**src/rtl/usb2_ep_in_packer.sv**
```systemverilog
// usb2_ep_in_packer
// Packs a byte stream into USB IN endpoint buffer packets. Bytes are written
// straight through to the endpoint buffer with no added latency. A packet is
// committed when it fills to MAX_PKT, when the stream marks its last byte, or
// when a partial packet has sat idle for FLUSH_CYC cycles.

module usb2_ep_in_packer #(
  parameter int MAX_PKT   = 1024,
  parameter int FLUSH_CYC = 4096
) (
  input  logic        phy_clk,
  input  logic        reset_n,
  input  logic [7:0]  s_data,
  input  logic        s_valid,
  input  logic        s_last,
  output logic        s_ready,
  output logic [10:0] buf_in_addr,
  output logic [7:0]  buf_in_data,
  output logic        buf_in_wren,
  input  logic        buf_in_ready,
  output logic        buf_in_commit,
  output logic [10:0] buf_in_commit_len,
  input  logic        buf_in_commit_ack,
  output logic [15:0] pkt_count,
  output logic        busy
);

  typedef enum logic [1:0] {
    ST_IDLE,
    ST_FILL,
    ST_COMMIT,
    ST_ACK_WAIT
  } state_t;

  // The idle timer saturates one below FLUSH_CYC: the flush fires on the
  // idle cycle that would bring the count up to FLUSH_CYC.
  localparam int TW = (FLUSH_CYC > 1) ? $clog2(FLUSH_CYC) : 1;
  localparam logic [TW-1:0] TIMER_TOP = (FLUSH_CYC > 0) ? TW'(FLUSH_CYC - 1) : {TW{1'b0}};
  localparam logic [10:0]   MAX_LEN   = 11'(MAX_PKT);

  state_t        state;
  state_t        state_next;
  logic [10:0]   cnt;
  logic [TW-1:0] idle_timer;
  logic          xfer;
  logic          pkt_full;
  logic          last_hit;
  logic          flush_hit;
  logic          end_pkt;

  // Stream handshake and packet-end conditions evaluated while filling
  assign xfer      = s_valid && s_ready;
  assign pkt_full  = xfer && ((cnt + 11'd1) == MAX_LEN);
  assign last_hit  = xfer && s_last;
  assign flush_hit = (FLUSH_CYC > 0) && !xfer && (cnt != 11'd0) && (idle_timer == TIMER_TOP);
  assign end_pkt   = pkt_full || last_hit || flush_hit;

  // Buffer write port follows the stream directly; address is the fill count
  assign buf_in_wren = xfer;
  assign buf_in_addr = cnt;
  assign buf_in_data = s_data;

  // State register
  always_ff @(posedge phy_clk) begin
    if (!reset_n) begin
      state <= ST_IDLE;
    end else begin
      state <= state_next;
    end
  end

  // Next-state logic: claim a free half-buffer, fill it, then run the commit handshake
  always_comb begin
    state_next = state;
    case (state)
      ST_IDLE:     if (buf_in_ready)       state_next = ST_FILL;
      ST_FILL:     if (end_pkt)            state_next = ST_COMMIT;
      ST_COMMIT:   if (buf_in_commit_ack)  state_next = ST_ACK_WAIT;
      ST_ACK_WAIT: if (!buf_in_commit_ack) state_next = ST_IDLE;
      default:                             state_next = ST_IDLE;
    endcase
  end

  // State-decoded outputs: accept bytes only while filling with room left
  always_comb begin
    s_ready       = 1'b0;
    buf_in_commit = 1'b0;
    busy          = (state != ST_IDLE);
    case (state)
      ST_FILL:   s_ready       = (cnt < MAX_LEN);
      ST_COMMIT: buf_in_commit = 1'b1;
      default: ;
    endcase
  end

  // Byte counter, idle timer, committed length and packet counter
  always_ff @(posedge phy_clk) begin
    if (!reset_n) begin
      cnt               <= 11'd0;
      idle_timer        <= {TW{1'b0}};
      buf_in_commit_len <= 11'd0;
      pkt_count         <= 16'd0;
    end else begin
      case (state)
        ST_IDLE: begin
          if (buf_in_ready) begin
            cnt        <= 11'd0;
            idle_timer <= {TW{1'b0}};
          end
        end
        ST_FILL: begin
          if (xfer) begin
            cnt        <= cnt + 11'd1;
            idle_timer <= {TW{1'b0}};
          end else if (idle_timer != TIMER_TOP) begin
            idle_timer <= idle_timer + 1'b1;
          end
          if (end_pkt) begin
            buf_in_commit_len <= xfer ? (cnt + 11'd1) : cnt;
          end
        end
        ST_ACK_WAIT: begin
          if (!buf_in_commit_ack) begin
            pkt_count <= pkt_count + 16'd1;
          end
        end
        default: ;
      endcase
    end
  end

endmodule

```
**config.mk**
```make
export PLATFORM = sky130hd
export DESIGN_NAME = usb2_ep_in_packer
export DESIGN_NICKNAME = d
export VERILOG_FILES = /design/src/rtl/usb2_ep_in_packer.sv
export SDC_FILE = /design/constraint.sdc
export NUM_CORES = 1
export LEC_CHECK = 0
export CAP_MARGIN = 20
export CELL_PAD_IN_SITES_DETAIL_PLACEMENT = 0
export CELL_PAD_IN_SITES_GLOBAL_PLACEMENT = 1
export CORE_MARGIN = 3
export CORE_UTILIZATION = 34
export CTS_CLUSTER_SIZE = 12
export DETAILED_ROUTE_END_ITERATION = 7
export PLACE_DENSITY = 0.83
export SYNTH_ARGS = -nofsm -noshare
export SYNTH_HDL_FRONTEND = slang
export SYNTH_SLANG_ARGS = --single-unit
```
**constraint.sdc**
```tcl
create_clock -name phy_clk -period 2.3 [get_ports phy_clk]
set_clock_uncertainty 0.15 [all_clocks]
set_input_delay 0.345 -clock phy_clk [delete_from_list [all_inputs] [get_ports phy_clk]]
set_output_delay 0.345 -clock phy_clk [all_outputs]
set_load 0.01 [all_outputs]
```
==> impl_metrics.csv <==
group,metric,value,unit
outcome,status,"completed",
logic_synthesis,syn-num-nets,380,
logic_synthesis,synth_top_flop_cell,"dfxtp_1",
setup_path,crit_type,"reg2reg",
setup_path,endpoint_kind,"flop",
clock_tree,cts_hold_buf,0,
die,coreArea,8300,um^2
sta,fin_tns_setup,0,ps
route,vias,2603,
pwr,p_leak,1.46,nW
logic_synthesis,ys_top_cells_by_count,"dfxtp_1, nand2_1, nor2_1",
run,cap_viol_max_count,0,
final_layout,stdcell_count,520,
die,rows,33,
sta,fmax,0.451,GHz
logic_synthesis,yosysUniqueCellTypes,47,
worst_hold_path,hold_path_depth,2,
setup_path,startpoint,"buf_in_addr[0]$_SDFFE_PN0P_",
logic_synthesis,yosysMostFrequentCell,"dfxtp_1",
global_route,grt_pass1_vias,2476,
sta,slew_violations,0,
route,firstDrtPassIters,5,
final_layout,area_delta_synth_final,28.0,%
pwr,p_comb_frac,0.351,
pwr,p_int,1.50,mW
pwr,p_sw,0.867,mW
final_layout,fin_nets,438,
pwr,switching_share,0.366,
setup_path,r2r_slack,80,ps
setup_path,start_kind,"flop",
pwr,pwr-share-clk,0.240,
clock_tree,cts_buffer_depth,2,
final_layout,drive_above_1_share,0.140,
logic_synthesis,synth.area.top_cells,"dfxtp_1, nand2_1, nor2_1",
die,dieArea,9800,um^2
global_route,grt.overflow.total,0,
setup_path,crit_chain,"buf_4 > inv_1 > ha_1 > nor2b_1 > and4_1 > o311ai_1 > o21ai_0 > a211oi_1",
logic_synthesis,synth-edff-count,0,
logic_synthesis,avgSynthCellArea,8.26,um^2
sta,setup_ws,82.3,ps
place,numPortBuffers,47,
pwr,power_density,628,nW/um^2
setup_path,r2r_start,"buf_in_addr[0]$_SDFFE_PN0P_",
pwr,power,2.37,mW
die,io_pins,64,
final_layout,n_antenna_cell,0,
clock_tree,cts_tree,"built",
logic_synthesis,syn_area,2940,um^2
clock_tree,htree_levels,2,
setup_path,critPathTopFamily,"compound AO/OA/AOI/OAI gates",
setup_path,timing.critical_path.buf_inv,2,
worst_hold_path,hold_path_class,"reg2reg",
clock_tree,cts.sinks,52,
clock_tree,postCtsSetupBuffers,0,
global_route,grt_antenna_before_repair,0,
logic_synthesis,synth_top_area_share,0.354,
final_layout,fillers,813,
setup_path,slowest_delay,420,ps
pwr,p_seq_frac,0.409,
logic_synthesis,synth_cells,356,
route,drt-wirelength-per-cell,13.6,um
global_route,grt_start_max_net_pins,23,
setup_path,cp.arrival,2290,ps
setup_path,reg2reg_to,"state[0]$_SDFFE_PN0P_",
logic_synthesis,seq_area_frac_synth,0.354,
sta,tightest_slew,487,ps
clock_tree,numCtsBuffers,5,
clock_tree,root_buffer,"clkbuf_8",
worst_hold_path,hold_start,"buf_in_commit_len[0]$_SDFFE_PN0P_",
sta,hold_viol,0,
setup_path,cp_max_fo,7,
sta,finalCritPeriodShare,0.964,
route,drtIter0Drc,105,
sta,setup_violations,0,
route,ant_nets,0,
clock_tree,clock_latency,310,ps
worst_hold_path,hold_end,"buf_in_commit_len[0]$_SDFFE_PN0P_",
route,drc,0,
die,die_h,99.0,um
place,dp.cells,512,
setup_path,worst_ep_required_time,2370,ps
setup_path,cpMaxStageDelayCell,"o311ai_1",
sta,slew_headroom,0.667,
place,routabilityCongestion,0.818,
logic_synthesis,ys_async_sr_fraction,0,
logic_synthesis,synth.largest_area_cell,"dfxtp_1",
route,viasPerCell,5.01,
pwr,peakVddDrop,0.420,mV
place,hpwl,5300,um
sta,fin_crit,2220,ps
logic_synthesis,ys_ff_latch,52,
place,pre_cts_ws,-142,ps
global_route,grt_first_pass_wirelength,11800,um
clock_tree,clk_pin_slew_worst_paths,110,ps
global_route,grt_use_total,0.144,
logic_synthesis,yosysWarningCount,0,
die,start_util,0.354,
route,routed_wl,7080,um
final_layout,final_core_utilization,0.454,
die,fp.dieW,99.0,um
setup_path,rr_worst_depth,8,
==> what timing repair did <==
action,CTS,global route
gates resized for setup,4,9
setup endpoints to repair,2,17
pin swaps,0,3
==> flip-flops by register name (all words and copies together), names as in the netlist <==
register	cells
buf_in_addr	11
buf_in_commit_len	11
idle_timer	12
pkt_count	16
state	2
==> per-layer routing <==
metal | up-vias | GRT usage | routed length, um
li1 | 1332 | - | -
met1 | 1222 | 0.200 | 3420
met2 | 47 | 0.237 | 3350
met3 | 2 | 0.0255 | 275
met4 | 0 | 0.0231 | 29
met5 | - | 0 | 0
==> kinds of logic (layout without fill, tap and decap cells) <==
kind of cell | after synthesis | count (layout) | share of synthesized area
simple gates | 159 | 159 | 0.263
flops | 52 | 52 | 0.354
compound gates | 49 | 49 | 0.123
buf+inv | 38 | 97 | 0.0676
xor+xnor | 32 | 32 | 0.0953
mux | 16 | 16 | 0.0544
fa+ha+maj | 10 | 10 | 0.0425
==> cell type report <==
cell class,instances,area [um^2],area share
timing repair buffer,80,732,0.194
clock inverter,3,25.0,0.00664
sequential,52,1050,0.278
inverter,9,33.8,0.00897
clock buffer,5,68.8,0.0183
multi-input combinational,266,1730,0.459
tap,105,131,0.0349
==> cells in the final DEF, fill, tap and decap left out, types with 4 or more instances in the layout <==
cell,Yosys,layout
xnor2_1,16,16
o21ai_0,8,8
dfxtp_1,52,48
nand2_1,48,48
and2_1,5,5
and3_1,4,4
and4_1,8,8
dfxtp_2,0,4
clkdlybuf4s50_1,0,45
a21oi_1,12,12
mux2i_1,16,16
inv_1,8,7
nand3_1,15,15
nor3_1,6,5
ha_1,10,9
buf_4,11,31
clkbuf_8,0,5
nor4_1,6,5
nor2_1,48,48
nand4_1,9,9
xor2_1,16,16
==> power groups by stage <==
stage	Sequential, mW	Combinational [mW]	Clock (mW)
floorplan	0.982	0.542	0
global placement	0.984	0.804	0
detailed placement	0.984	0.812	0
CTS	0.964	0.815	0.585
global route	0.974	0.910	0.624
finish	0.969	0.831	0.567
==> stage by stage <==
| step | hold slack [ps] | area (um^2) |
|---|---|---|
| after detailed placement | 305 | 3640 |
| after global placement | 295 | 3640 |
| after CTS | 321 | 3740 |
| final | 315 | 3770 |
| after floorplan | 313 | 2950 |
| after global routing | 344 | 3770 |
==> worst max path at each step <==
stage / end / slack (ps) / depth (start not counted)
CTS: state[0]$_SDFFE_PN0P_ / 30 / 7
global route: state[0]$_SDFFE_PN0P_ / -80 / 8
global placement: idle_timer[3]$_SDFFE_PN0P_ / -50 / 9
detailed placement: idle_timer[5]$_SDFFE_PN0P_ / -140 / 8
finish: state[0]$_SDFFE_PN0P_ / 80 / 8
floorplan: buf_in_commit_len[10]$_SDFFE_PN0P_ / 20 / 7
==> tightest hold or removal path: stages, from the launching register on <==
cell,delay [ps]
dfxtp_1,320
nand2_1,50
mux2i_1,50
(Power assumes the default switching activity.)
